[src/rtl/multicycle_control_pkg.sv]
// Shared definitions for the multicycle control FSM: state encoding, opcode
// constants, ALU operation / operand-B select encodings and the datapath
// control bundle. The ALU control decoder imports the same alu_op_e values.
package multicycle_control_pkg;

  localparam int unsigned OPC_W   = 7;
  localparam int unsigned STATE_W = 4;

  typedef enum logic [STATE_W-1:0] {
    ST_FETCH     = 4'd0,
    ST_DECODE    = 4'd1,
    ST_MEM_ADDR  = 4'd2,
    ST_MEM_READ  = 4'd3,
    ST_MEM_WB    = 4'd4,
    ST_MEM_WRITE = 4'd5,
    ST_EXECUTE   = 4'd6,
    ST_ALU_WB    = 4'd7,
    ST_BRANCH    = 4'd8
  } state_e;

  localparam logic [OPC_W-1:0] OPC_LOAD   = 7'b0000011;
  localparam logic [OPC_W-1:0] OPC_STORE  = 7'b0100011;
  localparam logic [OPC_W-1:0] OPC_RTYPE  = 7'b0110011;
  localparam logic [OPC_W-1:0] OPC_BRANCH = 7'b1100011;

  typedef enum logic [1:0] {
    ALU_OP_ADD   = 2'b00,
    ALU_OP_SUB   = 2'b01,
    ALU_OP_FUNCT = 2'b10
  } alu_op_e;

  typedef enum logic [1:0] {
    SRC_B_REG     = 2'b00,
    SRC_B_FOUR    = 2'b01,
    SRC_B_IMM     = 2'b10,
    SRC_B_IMM_SH1 = 2'b11
  } alu_src_b_e;

  // Datapath control bundle driven by the output decoder.
  typedef struct packed {
    logic       pc_write;
    logic       pc_write_cond;
    logic       ir_write;
    logic       mem_read;
    logic       mem_write;
    logic       reg_write;
    logic       i_or_d;
    logic       mem_to_reg;
    logic       alu_src_a;
    logic       pc_source;
    alu_src_b_e alu_src_b;
    alu_op_e    alu_op;
    logic       illegal_op;
  } ctrl_t;

  // True for the opcodes this controller knows how to sequence.
  function automatic logic opc_is_legal(input logic [OPC_W-1:0] opc);
    return (opc == OPC_LOAD) || (opc == OPC_STORE) ||
           (opc == OPC_RTYPE) || (opc == OPC_BRANCH);
  endfunction

endpackage

[src/rtl/multicycle_control.sv]
// Multicycle RISC-V style control unit (Moore FSM) with retired-instruction
// counter.
//
// Ports:
//   clk, rst           rising-edge clock, synchronous active-high reset
//   opcode[6:0]        instruction[6:0] from the instruction register
//   mem_ready          memory access complete this cycle
//   pc_write .. pc_source, alu_src_b[1:0], alu_op[1:0]   datapath controls
//   illegal_op         one-cycle pulse in DECODE on an unsupported opcode
//   state[3:0]         current state encoding (debug)
//   retired[CNT_W-1:0] completed-instruction count, wraps
//
// Build option: define MULTICYCLE_CTRL_MEM_WAIT_EN to honour mem_ready in
// FETCH / MEM_READ / MEM_WRITE. Without it, mem_ready is ignored and each
// memory state lasts exactly one cycle.
module multicycle_control
  import multicycle_control_pkg::*;
#(
  parameter int unsigned CNT_W = 32
) (
  input  logic             clk,
  input  logic             rst,
  input  logic [6:0]       opcode,
  input  logic             mem_ready,
  output logic             pc_write,
  output logic             pc_write_cond,
  output logic             ir_write,
  output logic             mem_read,
  output logic             mem_write,
  output logic             reg_write,
  output logic             i_or_d,
  output logic             mem_to_reg,
  output logic             alu_src_a,
  output logic             pc_source,
  output logic [1:0]       alu_src_b,
  output logic [1:0]       alu_op,
  output logic             illegal_op,
  output logic [3:0]       state,
  output logic [CNT_W-1:0] retired
);

  state_e           state_q, state_d;
  logic [CNT_W-1:0] retired_q;
  logic             retire;
  logic             mem_rdy;
  ctrl_t            ctrl;

  // Effective memory handshake; without wait support the port stays on the
  // interface but is forced ready.
`ifdef MULTICYCLE_CTRL_MEM_WAIT_EN
  assign mem_rdy = mem_ready;
`else
  assign mem_rdy = mem_ready | 1'b1;
`endif

  // State register and retired-instruction counter.
  always_ff @(posedge clk) begin
    if (rst) begin
      state_q   <= ST_FETCH;
      retired_q <= '0;
    end else begin
      state_q <= state_d;
      if (retire) begin
        retired_q <= retired_q + CNT_W'(1);
      end
    end
  end

  // Next-state logic; retire marks a completing return to FETCH.
  always_comb begin
    state_d = state_q;
    retire  = 1'b0;
    case (state_q)
      ST_FETCH: begin
        if (mem_rdy) state_d = ST_DECODE;
      end
      ST_DECODE: begin
        case (opcode)
          OPC_LOAD, OPC_STORE: state_d = ST_MEM_ADDR;
          OPC_RTYPE:           state_d = ST_EXECUTE;
          OPC_BRANCH:          state_d = ST_BRANCH;
          default:             state_d = ST_FETCH;
        endcase
      end
      ST_MEM_ADDR: begin
        state_d = (opcode == OPC_LOAD) ? ST_MEM_READ : ST_MEM_WRITE;
      end
      ST_MEM_READ: begin
        if (mem_rdy) state_d = ST_MEM_WB;
      end
      ST_MEM_WB: begin
        state_d = ST_FETCH;
        retire  = 1'b1;
      end
      ST_MEM_WRITE: begin
        if (mem_rdy) begin
          state_d = ST_FETCH;
          retire  = 1'b1;
        end
      end
      ST_EXECUTE: begin
        state_d = ST_ALU_WB;
      end
      ST_ALU_WB, ST_BRANCH: begin
        state_d = ST_FETCH;
        retire  = 1'b1;
      end
      default: begin
        state_d = ST_FETCH;
      end
    endcase
  end

  // Output decode from the current state; only the FETCH write strobes look
  // at mem_ready and only DECODE looks at the opcode.
  always_comb begin
    ctrl = '0;
    case (state_q)
      ST_FETCH: begin
        ctrl.mem_read  = 1'b1;
        ctrl.alu_src_b = SRC_B_FOUR;
        ctrl.alu_op    = ALU_OP_ADD;
        ctrl.ir_write  = mem_rdy;
        ctrl.pc_write  = mem_rdy;
      end
      ST_DECODE: begin
        ctrl.alu_src_b  = SRC_B_IMM_SH1;
        ctrl.alu_op     = ALU_OP_ADD;
        ctrl.illegal_op = ~opc_is_legal(opcode);
      end
      ST_MEM_ADDR: begin
        ctrl.alu_src_a = 1'b1;
        ctrl.alu_src_b = SRC_B_IMM;
        ctrl.alu_op    = ALU_OP_ADD;
      end
      ST_MEM_READ: begin
        ctrl.mem_read = 1'b1;
        ctrl.i_or_d   = 1'b1;
      end
      ST_MEM_WB: begin
        ctrl.reg_write  = 1'b1;
        ctrl.mem_to_reg = 1'b1;
      end
      ST_MEM_WRITE: begin
        ctrl.mem_write = 1'b1;
        ctrl.i_or_d    = 1'b1;
      end
      ST_EXECUTE: begin
        ctrl.alu_src_a = 1'b1;
        ctrl.alu_src_b = SRC_B_REG;
        ctrl.alu_op    = ALU_OP_FUNCT;
      end
      ST_ALU_WB: begin
        ctrl.reg_write = 1'b1;
      end
      ST_BRANCH: begin
        ctrl.alu_src_a     = 1'b1;
        ctrl.alu_src_b     = SRC_B_REG;
        ctrl.alu_op        = ALU_OP_SUB;
        ctrl.pc_write_cond = 1'b1;
        ctrl.pc_source     = 1'b1;
      end
      default: begin
        ctrl = '0;
      end
    endcase
  end

  assign pc_write      = ctrl.pc_write;
  assign pc_write_cond = ctrl.pc_write_cond;
  assign ir_write      = ctrl.ir_write;
  assign mem_read      = ctrl.mem_read;
  assign mem_write     = ctrl.mem_write;
  assign reg_write     = ctrl.reg_write;
  assign i_or_d        = ctrl.i_or_d;
  assign mem_to_reg    = ctrl.mem_to_reg;
  assign alu_src_a     = ctrl.alu_src_a;
  assign pc_source     = ctrl.pc_source;
  assign alu_src_b     = ctrl.alu_src_b;
  assign alu_op        = ctrl.alu_op;
  assign illegal_op    = ctrl.illegal_op;
  assign state         = state_q;
  assign retired       = retired_q;

endmodule

[config.mk]
export PLATFORM = sky130hd
export DESIGN_NAME = multicycle_control
export DESIGN_NICKNAME = d
export VERILOG_FILES = /design/src/rtl/multicycle_control_pkg.sv /design/src/rtl/multicycle_control.sv
export SDC_FILE = /design/constraint.sdc
export NUM_CORES = 1
export LEC_CHECK = 0
export BUFFER_PORTS_ARGS = -buffer_cell sky130_fd_sc_hd__buf_2
export CORE_MARGIN = 8
export CORE_UTILIZATION = 46
export CTS_BUF_LIST = sky130_fd_sc_hd__clkbuf_4 sky130_fd_sc_hd__clkbuf_8 sky130_fd_sc_hd__clkbuf_16
export CTS_CLUSTER_SIZE = 40
export DETAILED_ROUTE_END_ITERATION = 10
export GPL_TIMING_DRIVEN = 0
export PLACE_DENSITY = 0.78
export SETUP_SLACK_MARGIN = 0.02
export SYNTH_ARGS = -nofsm -noshare
export SYNTH_HDL_FRONTEND = slang
export SYNTH_SLANG_ARGS = --single-unit
[constraint.sdc]
create_clock -name clk -period 1.7 [get_ports clk]
set_clock_uncertainty 0.05 [all_clocks]
set_input_delay 0 -clock clk [delete_from_list [all_inputs] [get_ports clk]]
set_output_delay 0 -clock clk [all_outputs]
set_load 0.1 [all_outputs]
==> flow_summary.ini <==
[clock_network]
cts_max_level = 2
ctsRootBufferMaster = clkbuf_8
cts_made_buffers = 5
cts_max_path_buffers = 2
clkLatencyLatePin_ns = 0.29
cts_tree = yes
path_clk_slew_ns = 0.08
clock_sinks = 36

[critical_path]
cp.arrival_ns = 1.96
crit_family = simple AND/OR/NAND/NOR gates
crit_path_start_kind = register
cp_max_fo = 10
cp_num_buf_inv = 1
cp.required_ns = 1.87
crit_type = reg -> reg
max_stage_delay_ns = 0.38
setup.worst_path.end_class = register
worstPathCellList = and4_4 > nand2_1 > buf_4 > or3_1 > a21oi_1
crit_path_top_delay_cell = dfxtp_4

[synth]
netlist_area_mm2 = 0.00202
ys.flop_type = dfxtp_1
synthesis.instances = 247
synth-async-reset-ratio_pct = 0
synthSimpleGateAreaFrac_pct = 33.1
ys_seq_area_share_pct = 35.7
avgSynthCellArea_um2 = 8.17
synth_compound_area_share_pct = 20.8
synthAdderAreaFrac_pct = 0.620
yosys_warnings = 0
synthMuxAreaShare_pct = 2.17
synth_fp_nets = 258
synth_top_family_by_area = simple AND/OR/NAND/NOR gates
synth_edf_count = 0
synth-seq-cells = 36
synth-xor-area-share_pct = 1.30
ys_types = 44

[placement]
hpwl_um = 4300
placed_cell_area_mm2 = 0.00275
io_buffers = 58
pre_cts_ws_ns = -0.429
globalplace.congestion = 0.804
post-place-cells = 357

[timing]
setup_slack_ns = -0.0908
slew_viol_final = 0
slew_headroom_pct = 60.1
fmax_mhz = 558
hold_viol = 0
worst_slew_pin_slew_ns = 0.599
period_needed_ns = 1.79
rsz0062_at_grt = true
setup_viol = 20
finalCritPeriodShare_pct = 105

[power_and_ir_drop]
p_int_mw = 1.33
total_power_mw = 1.81
power_density_mw_per_mm2 = 504
pwr-share-clk_pct = 42.3
power.share.combinational_pct = 13.0
power.leakage_nw = 1.40
seq_power_share_pct = 44.7
p_sw_mw = 0.479
irDropWorstVdd_mv = 0.483
p_sw_share_pct = 26.4

[drt]
postRouteAntennaNets = 0
dr.first_iter.drc_count = 227
via_per_inst = 6.37
wl_um = 7710
routedWlPerCell_um = 19.5
vias = 2515
dr.pass1.iters = 5
drc = 0

[global_route]
grt_max_degree = 12
grt_pass1_vias = 2427
track_usage_pct = 21.8
overflow = 0
grt_pass1_wl_um = 11500
grt_antenna_before_repair = 0

[floorplanning]
start_util_pct = 47.0
die-area_mm2 = 0.00676
pin_count = 61
dieHeight_um = 82.2
coreArea_mm2 = 0.00429
placementRows = 24
die_w_um = 82.2

[cells_and_area]
area_growth_pct = 77.9
drive_above_1_share_pct = 60.6
fin_cells = 395
layout.nets = 353
final_core_util_pct = 83.6
diodes = 0
fin_area_mm2 = 0.00359
fillCellCount = 228
layout_common_cells = buf_2, buf_4, dfxtp_4, a21oi_1, buf_6
layout_commonest_cell = buf_2

[status]
status = finished with violations
violations = negative setup slack

[hold_path]
min_path_type = in -> reg

[flow_run]
cap_violations = 0
-- state kept, by name, indices dropped and copies added (netlist names) --
| name | count |
|---|---|
| retired | 32 |
| state | 4 |
-- power groups by stage --
| stage | Clock (mW) | Sequential, mW | Combinational (mW) |
|---|---|---|---|
| CTS | 0.779 | 0.809 | 0.219 |
| global route | 0.824 | 0.810 | 0.243 |
| finish | 0.766 | 0.810 | 0.236 |
| floorplan | 0 | 0.843 | 0.145 |
| detailed placement | 0 | 0.828 | 0.194 |
| global placement | 0 | 0.828 | 0.191 |
-- stage by stage --
step                      hold slack, ns  TNS (ns)
after floorplan                   0.0747     -7.55
after global placement             0.230     -6.05
after detailed placement           0.242     -6.73
after CTS                         0.0330    -0.429
after global routing              0.0597     -1.99
final                             0.0435    -0.863
-- cell usage after synthesis (2+ instances only) --
cell type | count | area, um^2
mux2_2 | 3 | 33.8
a21oi_1 | 29 | 145
inv_1 | 5 | 18.8
nor4_1 | 6 | 37.5
o31a_1 | 2 | 17.5
dfxtp_1 | 36 | 721
and4_1 | 5 | 43.8
nor4b_1 | 2 | 17.5
nand2b_1 | 4 | 25.0
nand3b_1 | 2 | 15.0
o21ai_0 | 11 | 55.1
o21a_1 | 3 | 22.5
nor2_1 | 15 | 56.3
and3_1 | 5 | 31.3
o31ai_1 | 14 | 105
nor3_1 | 3 | 15.0
nand3_1 | 9 | 45.0
buf_6 | 2 | 22.5
or4_1 | 14 | 105
o2111ai_1 | 2 | 17.5
buf_2 | 3 | 15.0
nand2_1 | 11 | 41.3
nand4_1 | 10 | 62.6
nor2b_1 | 4 | 25.0
buf_4 | 2 | 15.0
xnor2_1 | 2 | 17.5
nor3b_1 | 2 | 15.0
clkbuf_1 | 14 | 52.6
or3_1 | 12 | 75.1
-- final cells by class --
type	instances	area [um^2]	share of cell area (%)
Sequential cell	36	827	23.0
Multi-Input combinational cell	184	1620	45.1
Inverter	5	18.8	0.523
Clock inverter	2	35.0	0.976
Tap cell	52	65.1	1.81
Buffer	21	267	7.42
Timing Repair Buffer	89	684	19.1
Clock buffer	6	76.3	2.13
-- cell families after synthesis --
family | after synthesis
xor gates and xnor gates | 3
adders and majority gates | 1
and+or+nand+nor | 109
DFF | 36
buffers and inverters | 27
muxes | 4
AOI/OAI and AO/OA | 67
-- layer usage --
metal	up-vias	global-route usage [%]	share of wire, %
met3	20	4.65	8.5
met1	1211	25.5	39
met5	-	0	0
li1	1135	-	-
met4	0	8.77	2.6
met2	149	37.7	50
-- tightest hold or removal path, stage by stage --
cell and delay (ns):
buf_2 0.07, or4bb_1 0.20, nor4_1 0.07
-- worst paths after layout --
kind,start,end,slack [ns],cells past startpoint
max,retired[3],retired[9],-0.09,5
min,opcode[3],state[3],0.04,3
max reg2reg,retired[3],retired[9],-0.09,5
min reg2reg,retired[19],retired[19],0.45,2
-- repair_timing --
| action | 4_1_cts | 5_1_grt |
|---|---|---|
| endpoints found under the hold margin | 1 | 0 |
| pin swaps | 21 | 18 |
| resized for setup | 71 | 54 |
| buffers inserted | 24 | 4 |
| setup endpoints to repair | 39 | 40 |
| cloned | 2 | 0 |
| hold buffers | 2 | 0 |
Power figures use the tool's default switching activity.
